===== config.mk =====
export PLATFORM = sky130hd
export DESIGN_NAME = fetch_pc_ctrl_flat
export DESIGN_NICKNAME = d
export VERILOG_FILES = /design/src/rtl/fetch_pc_ctrl_if.sv /design/src/rtl/fetch_pc_ctrl.sv /design/src/flat_wrapper.sv
export SDC_FILE = /design/constraint.sdc
export NUM_CORES = 1
export LEC_CHECK = 0
export ABC_AREA = 1
export CAP_MARGIN = 15
export CORE_UTILIZATION = 42
export CTS_CLUSTER_DIAMETER = 200
export DETAILED_ROUTE_END_ITERATION = 6
export GPL_ROUTABILITY_DRIVEN = 0
export PLACE_DENSITY = 0.88
export SYNTH_ARGS = -nofsm -noshare
export SYNTH_HDL_FRONTEND = slang
export SYNTH_SLANG_ARGS = --single-unit

===== constraint.sdc =====
create_clock -name clk -period 2 [get_ports clk]
set_clock_uncertainty 0.2 [all_clocks]
set_input_delay 0.2 -clock clk [delete_from_list [all_inputs] [get_ports clk]]
set_output_delay 0.2 -clock clk [all_outputs]
set_load 0.02 [all_outputs]

===== src/rtl/fetch_pc_ctrl_if.sv =====
// fetch_pc_ctrl_if -- bundle between the core/hazard side and the fetch PC
// controller.
//   master : core side; drives stall, redirect and return-stack requests,
//            and observes the fetch address and NOP/hold strobes.
//   slave  : fetch_pc_ctrl.
// Ports:
//   stall, redirect_valid, redirect_target, ras_push, push_addr, ras_pop  (master -> slave)
//   address, PCctrl, PChold, ras_empty, ras_underflow                     (slave -> master)
// ADDR_W defaults to `MEM_SPACE; the macro falls back to 8 when the build
// does not define it.
`ifndef MEM_SPACE
`define MEM_SPACE 8
`endif

interface fetch_pc_ctrl_if #(parameter int ADDR_W = `MEM_SPACE);
  logic              stall;
  logic              redirect_valid;
  logic [ADDR_W-1:0] redirect_target;
  logic              ras_push;
  logic [ADDR_W-1:0] push_addr;
  logic              ras_pop;
  logic [ADDR_W-1:0] address;
  logic              PCctrl;
  logic              PChold;
  logic              ras_empty;
  logic              ras_underflow;

  modport master (
    output stall, redirect_valid, redirect_target, ras_push, push_addr, ras_pop,
    input  address, PCctrl, PChold, ras_empty, ras_underflow
  );

  modport slave (
    input  stall, redirect_valid, redirect_target, ras_push, push_addr, ras_pop,
    output address, PCctrl, PChold, ras_empty, ras_underflow
  );
endinterface


===== src/rtl/fetch_pc_ctrl.sv =====
// fetch_pc_ctrl -- instruction fetch address sequencer.
// Generates the registered fetch address plus two decoded strobes:
//   PCctrl : memory returns a NOP this fetch (redirect flush window)
//   PChold : memory re-reads the held address (stalled fetch)
// Ports:
//   clk  : rising-edge clock
//   rst  : synchronous active-high reset
//   bus  : fetch_pc_ctrl_if.slave (stall / redirect / return-stack requests,
//          address and status outputs)
// Build options:
//   RET_STACK_EN : when defined, a circular return-address stack of
//                  RAS_DEPTH entries supplies pop redirects. When undefined
//                  the stack inputs are ignored, ras_empty=1, ras_underflow=0.
// Parameters: ADDR_W (default `MEM_SPACE), FLUSH_CYCLES (1..7),
//             RAS_DEPTH (power of two).
`ifndef MEM_SPACE
`define MEM_SPACE 8
`endif

module fetch_pc_ctrl #(
  parameter int ADDR_W       = `MEM_SPACE,
  parameter int FLUSH_CYCLES = 2,
  parameter int RAS_DEPTH    = 4
) (
  input  logic           clk,
  input  logic           rst,
  fetch_pc_ctrl_if.slave bus
);

  typedef enum logic [1:0] {RUN, STALL, FLUSH} state_t;

  localparam logic [2:0]        FLUSH_INIT = 3'(FLUSH_CYCLES - 1);
  localparam logic [ADDR_W-1:0] ONE        = ADDR_W'(1);

  state_t            state, state_nxt;
  logic [ADDR_W-1:0] address, address_nxt;
  logic [2:0]        flush_cnt, flush_cnt_nxt;

  // Effective redirect after arbitrating redirect_valid over a stack pop.
  logic              redir;
  logic [ADDR_W-1:0] redir_tgt;

`ifdef RET_STACK_EN
  localparam int PW = (RAS_DEPTH > 1) ? $clog2(RAS_DEPTH) : 1;
  localparam logic [PW:0] FULL = (PW+1)'(RAS_DEPTH);

  logic [ADDR_W-1:0] stack [RAS_DEPTH];
  logic [PW-1:0]     sp;        // index of the current top entry
  logic [PW:0]       depth;
  logic              empty, pop_ok, underflow;

  assign empty  = (depth == '0);
  // redirect_valid wins; a pop on an empty stack is dropped (and flagged)
  assign pop_ok = bus.ras_pop & ~bus.redirect_valid & ~empty;

  always_ff @(posedge clk) begin
    if (rst) begin
      sp        <= '0;
      depth     <= '0;
      underflow <= 1'b0;
    end else begin
      underflow <= bus.ras_pop & ~bus.redirect_valid & empty;
      if (pop_ok && !bus.ras_push) begin
        sp    <= sp - 1'b1;
        depth <= depth - 1'b1;
      end else if (!pop_ok && bus.ras_push) begin
        // Pointer wraps, so a push on a full stack lands on the oldest entry.
        sp <= sp + 1'b1;
        if (depth != FULL) depth <= depth + 1'b1;
      end
    end
  end

  // Storage needs no reset; depth alone decides what is valid.
  always_ff @(posedge clk) begin
    if (!rst && bus.ras_push) begin
      if (pop_ok) stack[sp] <= bus.push_addr;          // swap top in place
      else        stack[sp + 1'b1] <= bus.push_addr;
    end
  end

  assign redir             = bus.redirect_valid | pop_ok;
  assign redir_tgt         = bus.redirect_valid ? bus.redirect_target : stack[sp];
  assign bus.ras_empty     = empty;
  assign bus.ras_underflow = underflow;
`else
  assign redir             = bus.redirect_valid;
  assign redir_tgt         = bus.redirect_target;
  assign bus.ras_empty     = 1'b1;
  assign bus.ras_underflow = 1'b0;
`endif

  always_ff @(posedge clk) begin
    if (rst) begin
      state     <= RUN;
      address   <= '0;
      flush_cnt <= '0;
    end else begin
      state     <= state_nxt;
      address   <= address_nxt;
      flush_cnt <= flush_cnt_nxt;
    end
  end

  always_comb begin
    state_nxt     = state;
    address_nxt   = address;
    flush_cnt_nxt = flush_cnt;
    if (redir) begin
      // Redirect outranks stall and restarts any flush in progress.
      address_nxt   = redir_tgt;
      flush_cnt_nxt = FLUSH_INIT;
      state_nxt     = FLUSH;
    end else begin
      case (state)
        RUN: begin
          if (bus.stall) state_nxt   = STALL;
          else           address_nxt = address + ONE;
        end
        STALL: begin
          if (!bus.stall) begin
            address_nxt = address + ONE;
            state_nxt   = RUN;
          end
        end
        FLUSH: begin
          // Stall is ignored while NOPs are being fetched. Leaving the
          // window steps past the target, same as an ordinary RUN fetch.
          if (flush_cnt == '0) begin
            state_nxt   = RUN;
            address_nxt = address + ONE;
          end else begin
            flush_cnt_nxt = flush_cnt - 1'b1;
          end
        end
        default: state_nxt = RUN;
      endcase
    end
  end

  assign bus.address = address;
  assign bus.PChold  = (state == STALL);
  assign bus.PCctrl  = (state == FLUSH);

endmodule


===== src/flat_wrapper.sv =====
// flat-port wrapper written by rule: the top's interface ports become plain ports
module fetch_pc_ctrl_flat 
#(
  parameter int ADDR_W       = `MEM_SPACE,
  parameter int FLUSH_CYCLES = 2,
  parameter int RAS_DEPTH    = 4
)
  (clk, rst, bus_stall, bus_redirect_valid, bus_redirect_target, bus_ras_push, bus_push_addr, bus_ras_pop, bus_address, bus_PCctrl, bus_PChold, bus_ras_empty, bus_ras_underflow);
  fetch_pc_ctrl_if #(.ADDR_W(ADDR_W)) bus_i ();
  input  logic clk;
  input  logic rst;
  input wire logic [$bits(bus_i.stall)-1:0] bus_stall;
  input wire logic [$bits(bus_i.redirect_valid)-1:0] bus_redirect_valid;
  input wire logic [$bits(bus_i.redirect_target)-1:0] bus_redirect_target;
  input wire logic [$bits(bus_i.ras_push)-1:0] bus_ras_push;
  input wire logic [$bits(bus_i.push_addr)-1:0] bus_push_addr;
  input wire logic [$bits(bus_i.ras_pop)-1:0] bus_ras_pop;
  output wire logic [$bits(bus_i.address)-1:0] bus_address;
  output wire logic [$bits(bus_i.PCctrl)-1:0] bus_PCctrl;
  output wire logic [$bits(bus_i.PChold)-1:0] bus_PChold;
  output wire logic [$bits(bus_i.ras_empty)-1:0] bus_ras_empty;
  output wire logic [$bits(bus_i.ras_underflow)-1:0] bus_ras_underflow;
  assign bus_i.stall = bus_stall;
  assign bus_i.redirect_valid = bus_redirect_valid;
  assign bus_i.redirect_target = bus_redirect_target;
  assign bus_i.ras_push = bus_ras_push;
  assign bus_i.push_addr = bus_push_addr;
  assign bus_i.ras_pop = bus_ras_pop;
  assign bus_address = bus_i.address;
  assign bus_PCctrl = bus_i.PCctrl;
  assign bus_PChold = bus_i.PChold;
  assign bus_ras_empty = bus_i.ras_empty;
  assign bus_ras_underflow = bus_i.ras_underflow;
  fetch_pc_ctrl #(.ADDR_W(ADDR_W), .FLUSH_CYCLES(FLUSH_CYCLES), .RAS_DEPTH(RAS_DEPTH)) u_core (.clk(clk), .rst(rst), .bus(bus_i));
endmodule

==> results of run 1 <==
==> cell usage in the layout (no fill, tap or decap), types with 2 or more instances in the layout <==
cell type,instances
a21oi_1,12
clkbuf_4,3
clkdlybuf4s50_1,21
conb_1,2
dfxtp_1,13
ha_1,3
inv_1,17
inv_2,2
nand2_1,24
nand2_4,2
nand3_1,8
nor2_1,15
o21ai_0,7
o21ai_1,2
o21ai_2,3
==> cell families (layout without fill, tap and decap cells) <==
logic type,after synthesis,count (layout),synth area share [%]
muxes,1,1,1.21
DFF,13,13,31.6
other,2,2,0.911
xor gates and xnor gates,1,1,1.06
AOI/OAI and AO/OA,27,27,20.2
buffers and inverters,23,46,12.1
adders and majority gates,3,3,4.55
and+or+nand+nor,51,51,28.4
==> per-layer routing <==
| metal | vias to the layer above | share of wire (%) | global-route usage, % |
|---|---|---|---|
| li1 | 426 | - | - |
| met1 | 355 | 45 | 21.9 |
| met2 | 23 | 49 | 29.2 |
| met3 | 2 | 4.6 | 2.35 |
| met4 | 0 | 1.5 | 8.24 |
| met5 | - | 0 | 0 |
==> cell type report <==
cell class / instances / area [sq um]
fill: 157 / 706
multi-input combinational: 85 / 464
sequential: 13 / 260
timing repair buffer: 22 / 218
inverter: 20 / 77.6
tap: 25 / 31.3
clock buffer: 4 / 26.3
==> power by group <==
group	internal (mW)	total, mW	switching (mW)	leakage (nW)
registers	0.279	0.301	0.0226	0.107
logic	0.0864	0.187	0.101	0.354
clock network	0.0771	0.164	0.0865	0.0150
total	0.442	0.652	0.210	0.476
==> worst max-delay path: stages, from the launching register on <==
cell	delay [ns]
dfxtp_1	0.44
inv_1	0.06
nor2_1	0.08
clkdlybuf4s50_1	0.60
==> sequential cells by signal (all words and copies together) (netlist names) <==
register            count
u_core.state            2
u_core.flush_cnt        3
u_core.bus.address      8
==> final timing paths <==
check                                        start                            endpoint  slack, ns  depth (start not counted)
setup reg to reg  u_core.flush_cnt[0]$_SDFFE_PP0P_  u_core.bus.address[3]$_SDFFE_PP0P_       0.40                          9
setup / recovery      u_core.state[0]$_SDFFE_PP0P_                          bus_PChold       0.15                          3
hold / removal        u_core.state[1]$_SDFFE_PP0P_        u_core.state[0]$_SDFFE_PP0P_       0.27                          1
hold reg to reg       u_core.state[1]$_SDFFE_PP0P_        u_core.state[0]$_SDFFE_PP0P_       0.27                          1
==> flow_metrics.tcl, run 1 <==
set metrics [dict create \
    drtPass1Iterations 4 \
    fp.dieH_um 46.3 \
    post-route-min-period_ns 1.85 \
    core_region_area_sq_um 1780 \
    ys_ff_latch 13 \
    dieArea_sq_um 2140 \
    routed_wl_mm 1.67 \
    fin_crit_sh_pct 92.5 \
    antenna_found_initial 0 \
    dp.cells 165 \
    fp-row-count 15 \
    dpl_cell_area_sq_um 1050 \
    finalMaxSlewViolations 0 \
    yosysUniqueCellTypes 22 \
    drt_iter0_markers 11 \
    dp_hpwl_mm 1.32 \
    leakage_nw 0.476 \
    vias 806 \
    grt_pass1_wl_mm 2.69 \
    final_core_utilization_pct 60.4 \
    synth_seq_area_share_pct 31.6 \
    p_total_mw 0.652 \
    drc 0 \
    grtUsageTotal_pct 17.5 \
    wl_per_cell_um 9.88 \
    crit_path_start_kind "flop" \
    cts.repair.resized 0 \
    worstSetupPathType "flop to output pin" \
    antennaDiodeCount 0 \
    yosysMostFrequentCell "nand2_1" \
    clock_latency_ns 0.27 \
    numClockSinks 13 \
    synth_fp_nets 146 \
    synthArstFlopShare_pct 0 \
    post_cts_buffers 0 \
    finalHoldViolCount 0 \
    area_delta_synth_final_pct 30.7 \
    hold_class "flop to flop" \
    synth_area_sq_um 825 \
    synth_flop_cell "dfxtp_1" \
    setup_violations 0 \
    synth_edf_count 0 \
    holdWs_ns 0.269 \
    rsz0062_at_grt "no" \
    nNetsFinal 170 \
    maxCapViolations 0 \
    grt_start_max_net_pins 11 \
    io_buffers 21 \
    synthDominantCellAreaShare_pct 31.6 \
    setup-tns-final_ns 0 \
    yosysWarnings 0 \
    synth_top_cells_by_area "dfxtp_1, nand2_1, inv_1, a21oi_1, nor2_1" \
    cts_made_buffers 3 \
    via_per_inst 4.77 \
    holdBufCountCts 0 \
    cp_max_fo 2 \
    htree_num_levels 1 \
    peakVddDrop_v 0.000346 \
    synth_top_area_cell "dfxtp_1" \
    grt_pass1_vias 661 \
    initial_core_util_pct 46.2 \
    ctsLongestPathBuffers 2 \
    syn_inst 121 \
    arrival_ns 1.45 \
    cp-end-kind "output pin" \
    syn_avg_cell_area_sq_um 6.81 \
    outcome "finished, final reports clean" \
    drive_above_1_share_pct 10.4 \
    ys_top_cells_by_count "nand2_1, inv_1, nor2_1, dfxtp_1, a21oi_1" \
    crit_required_ns 1.60 \
    ctsRootBufferMaster "clkbuf_4" \
    fin_cells 169 \
    ios 34 \
    powerDensity_nw_per_um2 605 \
    fmaxAchievable_ghz 0.540 \
    final_cell_area_sq_um 1080 \
    die_w_um 46.3 \
    tritoncts "built" \
    pre_cts_slack_ns 0.293 \
    antenna_left 0 \
    clk_pin_slew_ns 0.08 \
    overflow 0 \
    fin_ws_ns 0.149 \
]
No activity file was read; power rests on OpenSTA's default activity.
==> run 2: changes to the inputs <==
- RECOVER_POWER: unset -> 50
==> run 2 against run 1 <==
Net effect: sequential share of layout area rose by 0.34 points; critical endpoint unchanged; clock-buffer cell count did not move; core utilization fell by 0.84 points; via count fell by 0.12%; largest power group unchanged; highest routed layer unchanged; sequential cell count did not move; design area fell by 1.4%; register-to-register slack got worse by 0.19 ns; wire length rose by 1.1%; non-clock buffer count did not move; sequential power barely moved; maximum frequency barely moved; die area did not move.
==> flow_metrics.tcl, run 2 (synthesis gave the netlist of run 1 again) <==
set metrics [dict create \
    swShare_pct 32.0 \
    largest_reg_flops 8 \
    fmaxAchievable_ghz 0.540 \
    antenna_left 0 \
    post_cts_buffers 0 \
    core_region_area_sq_um 1780 \
    crit_path_start_kind "flop" \
    final_core_utilization_pct 59.6 \
    r2r_start "u_core.flush_cnt[0]$_SDFFE_PP0P_" \
    wl_per_cell_um 9.99 \
    critPathBufInv 2 \
    grtUsageMet2_pct 29.2 \
    arrival_ns 1.45 \
    grtUsageTotal_pct 17.5 \
    top_register "u_core.bus.address" \
    hold_path_startpoint "u_core.state[1]$_SDFFE_PP0P_" \
    cts_made_buffers 3 \
    fp.dieH_um 46.3 \
    vias 805 \
    cpLargestDelayFamily "buffers and inverters" \
    drt_iter0_markers 13 \
    grt_start_max_net_pins 11 \
    fin_crit_sh_pct 92.6 \
    max_stage_delay_ns 0.60 \
    holdBufCountCts 0 \
    peakVddDrop_v 0.000344 \
    initial_core_util_pct 46.2 \
    dieArea_sq_um 2140 \
    cp_max_fo 2 \
    min_path_cells 1 \
    final_common_cell "nand2_1" \
    worstSetupPathType "flop to output pin" \
    reg2reg_slack_ns 0.21 \
    combPwrFrac_pct 28.1 \
    worstReg2RegEnd "u_core.bus.address[4]$_SDFFE_PP0P_" \
    powerDensity_nw_per_um2 609 \
    antenna_found_initial 0 \
    tritoncts "built" \
    dp_hpwl_mm 1.32 \
    leakage_nw 0.472 \
    fp-row-count 15 \
    ctsLongestPathBuffers 2 \
    drc 0 \
    antennaDiodeCount 0 \
    crit_required_ns 1.60 \
    clkPwrFrac_pct 25.3 \
    numClockSinks 13 \
    biggestRegsByFlops "u_core.bus.address x8, u_core.flush_cnt x3, u_core.state x2" \
    grt_pass1_wl_mm 2.69 \
    overflow 0 \
    drive_above_1_share_pct 8.33 \
    setup-tns-final_ns 0 \
    maxCapViolations 0 \
    cp-end-kind "output pin" \
    hold_class "flop to flop" \
    finalHoldViolCount 0 \
    setup_violations 0 \
    layout_common_cells "nand2_1, clkdlybuf4s50_1, inv_1" \
    io_buffers 21 \
    routed_wl_mm 1.69 \
    area_delta_synth_final_pct 28.8 \
    clock_latency_ns 0.27 \
    grt_pass1_vias 661 \
    finalMaxSlewViolations 0 \
    die_w_um 46.3 \
    cts.repair.resized 0 \
    via_per_inst 4.76 \
    outcome "finished, final reports clean" \
    p_int_mw 0.440 \
    post-route-min-period_ns 1.85 \
    hold_end "u_core.state[0]$_SDFFE_PP0P_" \
    r2r.worst_path.cells 10 \
    nNetsFinal 170 \
    clk_pin_slew_ns 0.08 \
    htree_num_levels 1 \
    rsz0062_at_grt "no" \
    ctsRootBufferMaster "clkbuf_4" \
    crit_chain "inv_1, nor2_1, clkdlybuf4s50_1" \
    grt_util_met1_pct 21.9 \
    seq_power_share_pct 46.6 \
    grt_use_met3_pct 2.35 \
    switchingPower_mw 0.207 \
    ios 34 \
    drtPass1Iterations 4 \
    critPathSlowestCell "clkdlybuf4s50_1" \
    gr-max-usage-layer "met2" \
]
## run 2: worst max path at each step
stage / depth (start not counted) / startpoint / endpoint / slack [ns]
6_report: 3 / u_core.state[0]$_SDFFE_PP0P_ / bus_PChold / 0.15
5_1_grt: 3 / u_core.state[0]$_SDFFE_PP0P_ / bus_PChold / 0.06
3_5_place_dp: 8 / bus_stall / u_core.bus.address[3]$_SDFFE_PP0P_ / 0.29
4_1_cts: 3 / u_core.state[0]$_SDFFE_PP0P_ / bus_PChold / 0.13
3_3_place_gp: 7 / bus_redirect_valid / u_core.bus.address[3]$_SDFFE_PP0P_ / 0.37
2_1_floorplan: 6 / u_core.bus.address[1]$_SDFFE_PP0P_ / u_core.bus.address[6]$_SDFFE_PP0P_ / 0.54
## run 2: stage by stage
step	instance area [sq um]	hold WS, ns	power, mW	std cells	worst slack (ns)
after floorplan	825	0.0624	0.421	121	0.544
after global placement	1050	0.257	0.488	165	0.368
after detailed placement	1050	0.261	0.495	165	0.293
after CTS	1080	0.273	0.657	169	0.135
after global routing	1060	0.309	0.683	169	0.0569
final	1060	0.267	0.647	169	0.149
## run 2: area by class of cell
cell class | count | area [sq um]
fillers | 162 | 721
repair buffers | 22 | 218
flip-flops and latches | 13 | 260
clock buffers | 4 | 26.3
inverters | 20 | 77.6
well taps | 25 | 31.3
multi-input cells | 85 | 449
## run 2: power by group through the flow
stage / registers (mW) / clock network [mW] / logic, mW
after global placement: 0.306 / 0 / 0.182
after detailed placement: 0.307 / 0 / 0.187
final: 0.301 / 0.164 / 0.182
after CTS: 0.301 / 0.167 / 0.188
after global routing: 0.305 / 0.176 / 0.202
after floorplan: 0.322 / 0 / 0.0991
## run 2: layer usage
metal	share of wire, %	wire, um	vias up
li1	-	-	425
met3	4.6	78	2
met4	1.4	23	0
met5	0	0	-
met2	49	819	22
met1	45	766	356
==> run 3: changes to the inputs <==
- REMOVE_ABC_BUFFERS: unset -> 1
- SETUP_SLACK_MARGIN: unset -> 0.05
- SLEW_MARGIN: unset -> 20
==> run 3 against run 2 <==
Net effect: worst setup slack got worse by 0.023 ns; sequential cell count is the same; hold slack improved by 0.0070 ns; final cell count unchanged; combinational power hardly changed; first-iteration DRC count up 100%; sequential power is essentially flat; maximum frequency fell by 1.2%; sequential share of layout area increased by 0.23 points; power up 0.90%; highest routed layer unchanged.
==> flow_metrics.tcl, run 3 (synthesis gave the netlist of run 1 again) <==
set metrics [dict create \
    worstReg2RegEnd "u_core.bus.address[3]$_SDFFE_PP0P_" \
    grtUsageTotal_pct 18.5 \
    drtPass1Iterations 5 \
    biggestRegsByFlops "u_core.bus.address x8, u_core.flush_cnt x3, u_core.state x2" \
    routed_wl_mm 1.81 \
    antenna_left 0 \
    holdBufCountCts 0 \
    hold_end "u_core.state[0]$_SDFFE_PP0P_" \
    crit_required_ns 1.99 \
    nNetsFinal 170 \
    die_w_um 46.3 \
    htree_num_levels 1 \
    fin_cells 169 \
    drc 0 \
    min_path_cells 1 \
    holdWs_ns 0.274 \
    overflow 0 \
    clock_latency_ns 0.28 \
    r2r.worst_path.cells 9 \
    critPathSlowestCell "dfxtp_1" \
    io_buffers 21 \
    dp_hpwl_mm 1.40 \
    cp_max_fo 8 \
    clk_pin_slew_ns 0.08 \
    wl_per_cell_um 10.7 \
    fmaxAchievable_ghz 0.533 \
    maxCapViolations 0 \
    largest_reg_flops 8 \
    numClockSinks 13 \
    area_delta_synth_final_pct 27.6 \
    drt_iter0_markers 26 \
    layout_common_cells "nand2_1, clkdlybuf4s50_1, inv_1" \
    vias 829 \
    core_region_area_sq_um 1780 \
    antennaDiodeCount 0 \
    grt_start_max_net_pins 11 \
    crit_chain "inv_1, ha_1, inv_1, nor2_1, nand2_4, nand2_1, o21ai_0, o21ai_1, nor2_1" \
    hold_class "flop to flop" \
    drive_above_1_share_pct 7.64 \
    peakVddDrop_v 0.000336 \
    top_register "u_core.bus.address" \
    fp-row-count 15 \
    setup_violations 0 \
    outcome "finished, final reports clean" \
    ctsLongestPathBuffers 2 \
    antenna_found_initial 0 \
    fp.dieH_um 46.3 \
    leakage_nw 0.470 \
    dieArea_sq_um 2140 \
    hold_path_startpoint "u_core.state[1]$_SDFFE_PP0P_" \
    finalHoldViolCount 0 \
    max_stage_delay_ns 0.32 \
    rsz0062_at_grt "no" \
    via_per_inst 4.91 \
    finalMaxSlewViolations 0 \
    dpl_cell_area_sq_um 1050 \
    tritoncts "built" \
    worstSetupPathType "flop to flop" \
    initial_core_util_pct 46.2 \
    dp.cells 165 \
    cts_made_buffers 3 \
    powerDensity_nw_per_um2 620 \
    reg2reg_slack_ns 0.13 \
    grt_pass1_vias 724 \
    setup-tns-final_ns 0 \
    grt_pass1_wl_mm 2.91 \
    r2r_start "u_core.flush_cnt[0]$_SDFFE_PP0P_" \
    crit_path_start_kind "flop" \
    cp-end-kind "flop" \
    cp-startpoint "u_core.flush_cnt[0]$_SDFFE_PP0P_" \
    arrival_ns 1.86 \
    fin_crit_sh_pct 93.7 \
    ios 34 \
    ctsRootBufferMaster "clkbuf_4" \
    final_common_cell "nand2_1" \
    post-route-min-period_ns 1.87 \
    final_cell_area_sq_um 1050 \
]
run 3: timing repair:
action | in CTS | in global routing
resized for setup | 0 | 1
setup buffers | 0 | 0
setup endpoints to repair | 0 | 1
hold endpoints to repair | 0 | 0
run 3: critical path: cells and delay by family, from the launching register on:
kind	cells	cell delay [ns]
and+or+nand+nor	4	0.56
AOI/OAI and AO/OA	2	0.39
DFF	1	0.32
adders and majority gates	1	0.17
buffers and inverters	2	0.15
run 3: final cells by class:
| class | count | area [sq um] |
|---|---|---|
| Clock buffer | 4 | 26.3 |
| Inverter | 20 | 77.6 |
| Timing Repair Buffer | 22 | 211 |
| Fill cell | 162 | 731 |
| Tap cell | 25 | 31.3 |
| Sequential cell | 13 | 260 |
| Multi-Input combinational cell | 85 | 445 |
run 3: per-stage QoR:
stage / power [mW] / utilization [%] / setup slack (ns)
floorplan: 0.415 / - / 0.544
global placement: 0.489 / 58.9 / 0.322
detailed placement: 0.497 / 58.9 / 0.288
CTS: 0.661 / 60.4 / 0.128
global route: 0.688 / 59.0 / 0.0421
finish: 0.652 / 59.0 / 0.125
run 3: report_power, final:
group          total [mW]  internal [mW]  switching [mW]  leakage (nW)
sequential          0.303          0.279          0.0245         0.107
clock               0.167         0.0775          0.0898        0.0150
combinational       0.182         0.0832          0.0990         0.347
run 3: how the worst max path moves through the flow:
stage                                                    end
after floorplan           u_core.bus.address[6]$_SDFFE_PP0P_
final                     u_core.bus.address[3]$_SDFFE_PP0P_
after detailed placement  u_core.bus.address[7]$_SDFFE_PP0P_
after global placement    u_core.bus.address[7]$_SDFFE_PP0P_
after CTS                                         bus_PCctrl
after global routing      u_core.bus.address[3]$_SDFFE_PP0P_
run 3: metal layers:
metal,track usage [%],vias up,share of wire (%)
met4,9.41,0,1.1
met3,2.35,5,4.7
met1,23.5,366,44
li1,-,427,-
met2,30.3,31,50
met5,0,-,0
